==> config.mk <==
export PLATFORM = sky130hd
export DESIGN_NAME = decoder_2to4_stream_flat
export DESIGN_NICKNAME = d
export VERILOG_FILES = /design/src/rtl/decoder_2to4_stream_pkg.sv /design/src/rtl/decoder_2to4_stream_if.sv /design/src/rtl/decoder_2to4_stream_skid_reg.sv /design/src/rtl/decoder_2to4_stream.sv /design/src/flat_wrapper.sv
export SDC_FILE = /design/constraint.sdc
export NUM_CORES = 1
export LEC_CHECK = 0
export CORE_MARGIN = 5
export CORE_UTILIZATION = 55
export CTS_CLUSTER_SIZE = 10
export DETAILED_ROUTE_END_ITERATION = 8
export DONT_BUFFER_PORTS = 1
export PLACE_DENSITY = 0.76
export SLEW_MARGIN = 20
export SYNTH_ARGS = -nofsm -noshare
export SYNTH_HDL_FRONTEND = slang
export SYNTH_SLANG_ARGS = --single-unit
export TNS_END_PERCENT = 5
==> constraint.sdc <==
create_clock -name clk -period 1.6 [get_ports clk]
set_input_delay 0.32 -clock clk [delete_from_list [all_inputs] [get_ports clk]]
set_output_delay 0.32 -clock clk [all_outputs]
set_load 0.02 [all_outputs]
==> src/rtl/decoder_2to4_stream_pkg.sv <==
// ----------------------------------------------------------------------------
// decoder_pkg : shared state encoding, decoded-word type and decode function
// Rev 1.0
// ----------------------------------------------------------------------------
`default_nettype none

package decoder_pkg;

    localparam int c_MAX_OUT    = 16;
    localparam int c_CODE_MAX_W = 4;

    typedef enum logic [1:0] {
        EMPTY = 2'd0,
        FULL  = 2'd1,
        SKID  = 2'd2
    } dec_state_e;

    // Sized for the widest legal build; narrower tops use the low bits only.
    typedef struct packed {
        logic                 err;
        logic [c_MAX_OUT-1:0] onehot;
    } dec_word_t;

    function automatic dec_word_t decode_f(
        input logic [c_CODE_MAX_W-1:0] code,
        input logic                    en,
        input int unsigned             num_out
    );
        dec_word_t w;
        w = '0;
        if (en) begin
            if (32'(code) < num_out) begin
                w.onehot[code] = 1'b1;
            end else begin
                w.err = 1'b1;
            end
        end
        return w;
    endfunction

endpackage

`default_nettype wire

==> src/rtl/decoder_2to4_stream_if.sv <==
// ----------------------------------------------------------------------------
// decoder_2to4_stream_if : code-in / one-hot-out stream bundle
// Rev 1.0
// ----------------------------------------------------------------------------
`default_nettype none

interface decoder_2to4_stream_if #(
    parameter int NUM_OUT = 4,
    parameter int CNT_W   = 16
);
    localparam int CODE_W = $clog2(NUM_OUT);

    logic [CODE_W-1:0]  in_code;
    logic               in_en;
    logic               in_valid;
    logic               in_ready;
    logic [NUM_OUT-1:0] dec_out;
    logic               dec_err;
    logic               out_valid;
    logic               out_ready;
    logic [CNT_W-1:0]   xfer_cnt;

    modport slave (
        input  in_code, in_en, in_valid, out_ready,
        output in_ready, dec_out, dec_err, out_valid, xfer_cnt
    );

    modport master (
        output in_code, in_en, in_valid, out_ready,
        input  in_ready, dec_out, dec_err, out_valid, xfer_cnt
    );

endinterface

`default_nettype wire

==> src/rtl/decoder_2to4_stream_skid_reg.sv <==
// ----------------------------------------------------------------------------
// decoder_skid_reg : output register plus 1-entry skid buffer over dec_word_t
// Rev 1.0
// ----------------------------------------------------------------------------
`default_nettype none

module decoder_skid_reg
    import decoder_pkg::*;
(
    input  wire logic      clk,
    input  wire logic      rst,
    input  wire logic      i_in_valid,
    output logic           o_in_ready,
    input  wire dec_word_t i_in_data,
    output logic           o_out_valid,
    input  wire logic      i_out_ready,
    output dec_word_t      o_out_data
);

    dec_state_e r_state_q, w_state_d;
    dec_word_t  r_out_q, w_out_d;
    dec_word_t  r_skid_q, w_skid_d;
    logic       r_in_ready_q, w_in_ready_d;
    logic       r_out_valid_q, w_out_valid_d;
    logic       w_acc;
    logic       w_drn;

    always_comb begin
        w_state_d = r_state_q;
        w_out_d   = r_out_q;
        w_skid_d  = r_skid_q;
        w_acc     = i_in_valid && r_in_ready_q;
        w_drn     = i_out_ready && r_out_valid_q;

        case (r_state_q)
            EMPTY: begin
                if (w_acc) begin
                    w_out_d   = i_in_data;
                    w_state_d = FULL;
                end
            end
            FULL: begin
                if (w_acc && w_drn) begin
                    w_out_d = i_in_data;
                end else if (w_acc) begin
                    w_skid_d  = i_in_data;
                    w_state_d = SKID;
                end else if (w_drn) begin
                    w_state_d = EMPTY;
                end
            end
            SKID: begin
                if (w_drn) begin
                    w_out_d   = r_skid_q;
                    w_state_d = FULL;
                end
            end
            default: w_state_d = EMPTY;
        endcase

        // Handshake flags are flopped copies of the next state.
        w_in_ready_d  = (w_state_d != SKID);
        w_out_valid_d = (w_state_d != EMPTY);
    end

    always_ff @(posedge clk or posedge rst) begin
        if (rst) begin
            r_state_q     <= EMPTY;
            r_out_q       <= '0;
            r_skid_q      <= '0;
            r_in_ready_q  <= 1'b1;
            r_out_valid_q <= 1'b0;
        end else begin
            r_state_q     <= w_state_d;
            r_out_q       <= w_out_d;
            r_skid_q      <= w_skid_d;
            r_in_ready_q  <= w_in_ready_d;
            r_out_valid_q <= w_out_valid_d;
        end
    end

    assign o_in_ready  = r_in_ready_q;
    assign o_out_valid = r_out_valid_q;
    assign o_out_data  = r_out_q;

endmodule

`default_nettype wire

==> src/rtl/decoder_2to4_stream.sv <==
// ----------------------------------------------------------------------------
// decoder_2to4_stream : registered valid/ready binary-to-one-hot decoder
// Rev 1.0
// ----------------------------------------------------------------------------
`default_nettype none

module decoder_2to4_stream
    import decoder_pkg::*;
#(
    parameter int NUM_OUT = 4,
    parameter int CNT_W   = 16
) (
    input  wire logic              clk,
    input  wire logic              rst,
    decoder_2to4_stream_if.slave   bus
);

    dec_word_t               w_in_word;
    dec_word_t               w_out_word;
    logic                    w_in_ready;
    logic                    w_out_valid;
    logic                    w_acc;
    logic [c_CODE_MAX_W-1:0] w_code_ext;
    logic [CNT_W-1:0]        r_xfer_cnt_q, w_xfer_cnt_d;
    logic                    w_unused_hi;

    assign w_code_ext = c_CODE_MAX_W'(bus.in_code);
    assign w_in_word  = decode_f(w_code_ext, bus.in_en, 32'(NUM_OUT));

    decoder_skid_reg u_skid (
        .clk         (clk),
        .rst         (rst),
        .i_in_valid  (bus.in_valid),
        .o_in_ready  (w_in_ready),
        .i_in_data   (w_in_word),
        .o_out_valid (w_out_valid),
        .i_out_ready (bus.out_ready),
        .o_out_data  (w_out_word)
    );

    assign w_acc = bus.in_valid && w_in_ready;

    always_comb begin
        w_xfer_cnt_d = r_xfer_cnt_q;
        if (w_acc) begin
            w_xfer_cnt_d = r_xfer_cnt_q + CNT_W'(1);
        end
    end

    always_ff @(posedge clk or posedge rst) begin
        if (rst) begin
            r_xfer_cnt_q <= '0;
        end else begin
            r_xfer_cnt_q <= w_xfer_cnt_d;
        end
    end

    assign bus.in_ready  = w_in_ready;
    assign bus.out_valid = w_out_valid;
    assign bus.dec_out   = w_out_word.onehot[NUM_OUT-1:0];
    assign bus.dec_err   = w_out_word.err;
    assign bus.xfer_cnt  = r_xfer_cnt_q;
    // Bits above NUM_OUT are always zero from decode_f.
    assign w_unused_hi   = ^w_out_word.onehot;

    a_onehot: assert property (@(posedge clk) disable iff (rst)
        bus.out_valid |-> $onehot0(bus.dec_out));
    a_err_zero: assert property (@(posedge clk) disable iff (rst)
        (bus.out_valid && bus.dec_err) |-> (bus.dec_out == '0));

endmodule

`default_nettype wire

==> src/flat_wrapper.sv <==
// flat-port wrapper written by rule: the top's interface ports become plain ports
module decoder_2to4_stream_flat import decoder_pkg::*;
#(
    parameter int NUM_OUT = 4,
    parameter int CNT_W   = 16
)
  (clk, rst, bus_in_code, bus_in_en, bus_in_valid, bus_out_ready, bus_in_ready, bus_dec_out, bus_dec_err, bus_out_valid, bus_xfer_cnt);
  decoder_2to4_stream_if #(.NUM_OUT(NUM_OUT), .CNT_W(CNT_W)) bus_i ();
  input  wire logic clk;
  input  wire logic rst;
  input wire logic [$bits(bus_i.in_code)-1:0] bus_in_code;
  input wire logic [$bits(bus_i.in_en)-1:0] bus_in_en;
  input wire logic [$bits(bus_i.in_valid)-1:0] bus_in_valid;
  input wire logic [$bits(bus_i.out_ready)-1:0] bus_out_ready;
  output wire logic [$bits(bus_i.in_ready)-1:0] bus_in_ready;
  output wire logic [$bits(bus_i.dec_out)-1:0] bus_dec_out;
  output wire logic [$bits(bus_i.dec_err)-1:0] bus_dec_err;
  output wire logic [$bits(bus_i.out_valid)-1:0] bus_out_valid;
  output wire logic [$bits(bus_i.xfer_cnt)-1:0] bus_xfer_cnt;
  assign bus_i.in_code = bus_in_code;
  assign bus_i.in_en = bus_in_en;
  assign bus_i.in_valid = bus_in_valid;
  assign bus_i.out_ready = bus_out_ready;
  assign bus_in_ready = bus_i.in_ready;
  assign bus_dec_out = bus_i.dec_out;
  assign bus_dec_err = bus_i.dec_err;
  assign bus_out_valid = bus_i.out_valid;
  assign bus_xfer_cnt = bus_i.xfer_cnt;
  decoder_2to4_stream #(.NUM_OUT(NUM_OUT), .CNT_W(CNT_W)) u_core (.clk(clk), .rst(rst), .bus(bus_i));
endmodule
==> metrics.yaml, run 1 <==
fmax_ghz: 0.671
antennaDiodeCount: 0
synth_top_cell_area_share_pct: 52.3
grt_use_met3_pct: 5.48
synth_area_leader_cell: "dfrtp_1"
cts_tree: "done"
skew_ns: 0.00462
path_buf_inv: 0
die_w_um: 58.5
drive_above_1_share_pct: 33.3
drt-initial-drc-count: 7
seqCellArea_um2: 704
grt-busiest-layer: "met2"
grt_pass1_vias: 961
grt_pass1_wl_mm: 4.12
synth_top_cells_by_area: "dfrtp_1 (52%), xnor2_1 (8.1%), mux2_2 (7.0%)"
h-tree-depth: 1
avgSynthCellArea_um2: 11.1
area_growth_pct: 20.4
rsz0062_at_grt: "no"
crit_end: "u_core.bus.xfer_cnt[12]"
place.gp.congestion: 0.829
wl_per_cell_um: 14.3
worstSetupEndpointType: "flip-flop"
r2r-start: "u_core.u_skid.o_in_ready"
r2r_setup_slack_ns: 0.11
nFillCells: 161
cap_violations: 0
place_ws_ns: 0.0291
finalCritPeriodShare_pct: 93.1
finalHoldViolations: 0
remaining_drc_errors: 0
postSynthCellCount: 116
grt_overflow_total: 0
period_minus_slack_ns: 1.49
grt_usage_pct: 15.5
r2r_cells: 4
fp.dieArea_mm2: 0.00342
peakVddDrop_uv: 1010
ys_seq_area_share_pct: 54.3
grt_util_met2_pct: 27.3
setup_ws_ns: 0.110
worst_setup_path_start_kind: "flip-flop"
nets: 150
grtUsageMet1_pct: 17.7
status: "finished clean"
clk_path_buf_depth: 2
async_flop_share_pct: 100
cts_buffers: 3
finalSetupViolCount: 0
power_density_mw_per_mm2: 1540
yosys_most_used_dff: "dfrtp_1"
crit_cells: 4
multi_input_area_um2: 591
r2r-end: "u_core.bus.xfer_cnt[12]"
grt_max_degree: 29
insertion_delay_ns: 0.32
routed_via_density: 5.46
start_util_pct: 57.9
num_io_pins: 30
core_mm2: 0.00223
synth_edf_count: 0
slowest_stage: "dfstp_2"
maxSlewViolCount: 0
final.setup.tns_ns: 0
antenna_found_initial: 0
critical-path-top-delay-family: "simple AND/OR/NAND/NOR gates"
cpPeakStageDelay_ns: 0.59
cts.sinks: 28
cp_max_fo: 4
crit_start: "u_core.u_skid.o_in_ready"
dr.pass1.iters: 5
min_path_type: "in2reg"
clk_pin_slew_ns: 0.14
antenna_left: 0
required_ns: 1.85
synth.distinct_cells: 33
die-height_um: 58.5
worstSetupPathType: "reg2reg"
synth_area_mm2: 0.00129
numPortBuffers: 0
ys_warn_count: 0
ctsRootBufferMaster: "clkbuf_4"
ys_ff_latch: 28
synth_fp_nets: 124
rows: 17
drt_wl_total_mm: 2.43
dpl.hpwl_mm: 1.89
worstPathArrival_ns: 1.74
num_vias: 922
leakagePower_nw: 0.732
cp_cell_sequence: "nand3_2 > or4_4 > nor2_2 > xor2_1"
[cell type report]
| type | instances | area share [%] |
|---|---|---|
| Inverter | 4 | 0.965 |
| Timing Repair Buffer | 23 | 11.3 |
| Tap cell | 28 | 2.25 |
| Sequential cell | 28 | 45.3 |
| Multi-Input combinational cell | 82 | 37.9 |
| Clock buffer | 4 | 2.33 |
[sequential cells by signal, indices dropped and copies added, names as in the netlist]
name,cells
u_core.bus.xfer_cnt,16
u_core.u_skid.o_in_ready,1
u_core.u_skid.r_state_q,2
u_core.u_skid.r_skid_q,4
u_core.u_skid.o_out_data,4
u_core.u_skid.o_out_valid,1
[Yosys cell counts (2+ instances only)]
library cell / count
dfrtp_1: 27
nand2_1: 15
xnor2_1: 12
mux2_2: 8
nor2_1: 7
nand3_1: 5
o21ai_0: 5
inv_1: 4
nand4_1: 4
xor2_1: 3
and4_1: 2
mux2i_1: 2
o21a_1: 2
[worst min path at each step]
| stage | start | endpoint | depth (start not counted) | slack (ns) |
|---|---|---|---|---|
| CTS | bus_in_code[1] | u_core.u_skid.r_skid_q[3] | 2 | 0.16 |
| floorplan | rst | u_core.bus.xfer_cnt[10] | 1 | 0.38 |
| detailed placement | rst | u_core.u_skid.o_out_data[2] | 2 | 0.29 |
| finish | bus_in_code[1] | u_core.u_skid.r_skid_q[3] | 2 | 0.18 |
| global placement | rst | u_core.bus.xfer_cnt[4] | 2 | 0.29 |
| global route | bus_in_en | u_core.u_skid.r_skid_q[2] | 2 | 0.16 |
[per-layer routing]
layer | vias up | share of wire (%)
met3 | 4 | 8.0
met4 | 0 | 1.2
li1 | 444 | -
met5 | - | 0
met2 | 25 | 49
met1 | 449 | 42
[power by group]
group	total [mW]	switching [mW]	leakage, nW	internal, mW
Combinational	0.935	0.477	0.350	0.459
Clock	0.332	0.193	0.0210	0.139
Sequential	1.13	0.208	0.360	0.918
[kinds of logic after synthesis]
group,synth area share [%]
XOR/XNOR,10.2
flip-flops,54.3
multiplexers,8.52
buffers and inverters,2.03
AO/OA/AOI/OAI,4.94
adder cells (fa/ha/maj),0.968
other,0.290
AND/OR/NAND/NOR,18.8
[metrics by stage]
stage	total power [mW]	cells	utilization, %	area, µm²	hold WS (ns)
6_report	2.39	169	69.7	1560	0.180
3_5_place_dp	2.04	162	66.3	1480	0.292
3_3_place_gp	2.01	162	66.3	1480	0.291
4_1_cts	2.41	169	69.1	1540	0.160
5_1_grt	2.57	169	69.7	1560	0.160
2_1_floorplan	1.70	116	-	1310	0.385
[timing repair]
item,CTS,global route
setup endpoints to repair,1,7
hold buffers,1,0
buffers inserted,2,0
pin swaps,0,2
resized for setup,0,4
endpoints found under the hold margin,27,0
[cell usage in the layout, fill, tap and decap left out, types with 2 or more instances in the layout]
master,netlist,layout
buf_4,1,22
and4_1,2,2
nor2_2,1,2
dfrtp_1,27,25
o21a_1,2,2
nand2_1,15,15
nand4_1,4,4
xnor2_1,12,12
xor2_1,3,3
clkbuf_4,0,3
inv_1,4,4
nand3_1,5,5
nor2_1,7,6
dfrtp_2,0,2
o21ai_0,5,4
mux2i_1,2,2
mux2_2,8,8
Note: power is estimated with default switching activity, not from simulation.
==> run 2: changes to the inputs <==
--- a/config.mk
+++ b/config.mk
@@ -10,7 +10,7 @@
 export CTS_CLUSTER_SIZE = 10
 export DETAILED_ROUTE_END_ITERATION = 8
 export DONT_BUFFER_PORTS = 1
-export PLACE_DENSITY = 0.76
+export PLACE_DENSITY = 0.73
 export SLEW_MARGIN = 20
 export SYNTH_ARGS = -nofsm -noshare
 export SYNTH_HDL_FRONTEND = slang
==> constraint.sdc (replaced) <==
create_clock -name clk -period 1.9 [get_ports clk]
set_input_delay 0.38 -clock clk [delete_from_list [all_inputs] [get_ports clk]]
set_output_delay 0.38 -clock clk [all_outputs]
set_load 0.02 [all_outputs]
==> run 2 against run 1 <==
  * Non-clock buffer count fell by 15
  * Clock power fell by 13%
  * Sequential share of layout area rose by 4.3 points
  * Largest cell class unchanged
  * Highest routed layer unchanged
==> metrics.yaml, run 2 (synthesized netlist as in run 1, its figures left out) <==
status: "finished clean"
drive_above_1_share_pct: 20.6
nFillCells: 192
clk_pin_slew_ns: 0.15
die_w_um: 58.5
grt_overflow_total: 0
multi_input_area_um2: 564
core_mm2: 0.00223
post_cts_resized: 0
clk_path_buf_depth: 2
required_ns: 2.12
grt_pass1_vias: 884
insertion_delay_ns: 0.32
swShare_pct: 38.5
largest_register_ffs: 16
rows: 17
grt_use_met3_pct: 3.73
p_sw_mw: 0.728
path_buf_inv: 0
grt_pass1_wl_mm: 4.04
p_int_mw: 1.16
ctsRootBufferMaster: "clkbuf_4"
comb_power_share_pct: 31.4
grt_max_degree: 29
final.setup.tns_ns: 0
min_path_type: "in2reg"
hold_buffers: 1
seqCellArea_um2: 702
p_seq_share_pct: 53.2
dpl.hpwl_mm: 1.84
critical-path-top-delay-family: "simple AND/OR/NAND/NOR gates"
drt_wl_total_mm: 2.40
wl_per_cell_um: 15.6
num_io_pins: 30
design_area_mm2: 0.00142
antenna_found_initial: 0
area_growth_pct: 9.49
antenna_left: 0
mostFrequentLayoutCell: "dfrtp_1"
nets: 135
grt_usage_pct: 15.3
finalNonFillerCells: 154
numPortBuffers: 0
leakagePower_nw: 0.659
h-tree-depth: 1
postCtsSetupBuffers: 0
p_clk_share_pct: 15.3
grt-busiest-layer: "met2"
peakVddDrop_uv: 830
fp.dieArea_mm2: 0.00342
cts_tree: "done"
routed_via_density: 5.66
skew_ns: 0.00301
finalSetupViolCount: 0
maxSlewViolCount: 0
place_ws_ns: 0.208
grtUsageMet1_pct: 18.0
cpPeakStageDelay_ns: 0.66
cp_max_fo: 5
final_cell_mix: "dfrtp_1 (27), nand2_1 (15), xnor2_1 (12), mux2_2 (8)"
cap_violations: 0
place.gp.congestion: 0.737
antennaDiodeCount: 0
setup_ws_ns: 0.179
placed_cells: 149
period_minus_slack_ns: 1.72
rsz0062_at_grt: "no"
cp_cell_sequence: "nand4_1 > nor4_1 > nand4_1 > xnor2_1"
fmax_ghz: 0.581
finalCritPeriodShare_pct: 90.6
dr.pass1.iters: 4
remaining_drc_errors: 0
power_density_mw_per_mm2: 1340
cts_buffers: 3
worst_setup_path_start_kind: "flip-flop"
grt_util_met2_pct: 26.5
crit_top_cell: "nand4_1"
dpl_cell_area_mm2: 0.00137
drt-initial-drc-count: 19
worstPathArrival_ns: 1.94
worstSetupEndpointType: "flip-flop"
start_util_pct: 57.9
cts.sinks: 28
num_vias: 871
die-height_um: 58.5
worstSetupPathType: "reg2reg"
finalHoldViolations: 0
slowest_stage: "dfstp_2"
==> run 2: changes by cell type in the layout (fill, tap and decap cells not counted), sizes merged <==
cell / delta
buf: -15
==> run 2: area by class of cell <==
cell class / count / share of cell area (%)
flip-flops and latches: 28 / 49.6
multi-input cells: 82 / 39.9
repair buffers: 8 / 4.42
clock buffers: 4 / 2.56
well taps: 28 / 2.48
inverters: 4 / 1.06
==> run 2: per-stage QoR <==
stage                     total power, mW  util (%)  hold WS, ns
after floorplan                      1.41         -        0.445
after global placement               1.58      61.3        0.353
after detailed placement             1.62      61.3        0.355
after CTS                            1.90      63.4        0.223
after global routing                 2.00      63.4        0.224
final                                1.89      63.4        0.225
==> run 2: path summary, 6_finish.rpt <==
kind	from	end	slack (ns)	depth (start not counted)
max	u_core.u_skid.o_in_ready	u_core.bus.xfer_cnt[13]	0.18	4
min	bus_in_valid	u_core.bus.xfer_cnt[2]	0.22	2
max reg2reg	u_core.u_skid.o_in_ready	u_core.bus.xfer_cnt[13]	0.18	4
min reg2reg	u_core.u_skid.r_skid_q[1]	u_core.u_skid.r_skid_q[1]	0.53	1
max in group asynchronous	rst	u_core.u_skid.o_in_ready	1.06	3
min in group asynchronous	rst	u_core.u_skid.r_skid_q[0]	0.54	3
==> run 2: power groups by stage <==
| stage | sequential (mW) | combinational [mW] | clock [mW] |
|---|---|---|---|
| global route | 1.03 | 0.652 | 0.314 |
| detailed placement | 1.02 | 0.596 | 0 |
| floorplan | 1.07 | 0.343 | 0 |
| finish | 1.01 | 0.594 | 0.290 |
| CTS | 1.01 | 0.599 | 0.294 |
| global placement | 1.00 | 0.576 | 0 |
==> run 2: worst reg2reg max path, cell delays in order (launching register included) <==
cell and delay [ns]:
dfstp_2 0.66, nand4_1 0.13, nor4_1 0.50, nand4_1 0.18
xnor2_1 0.15
==> run 2: layer usage <==
layer	part of all wire [%]	vias up	wire, µm
li1	-	416	-
met3	7.6	2	181
met4	0.67	0	16
met5	0	-	0
met2	51	29	1220
met1	41	424	982
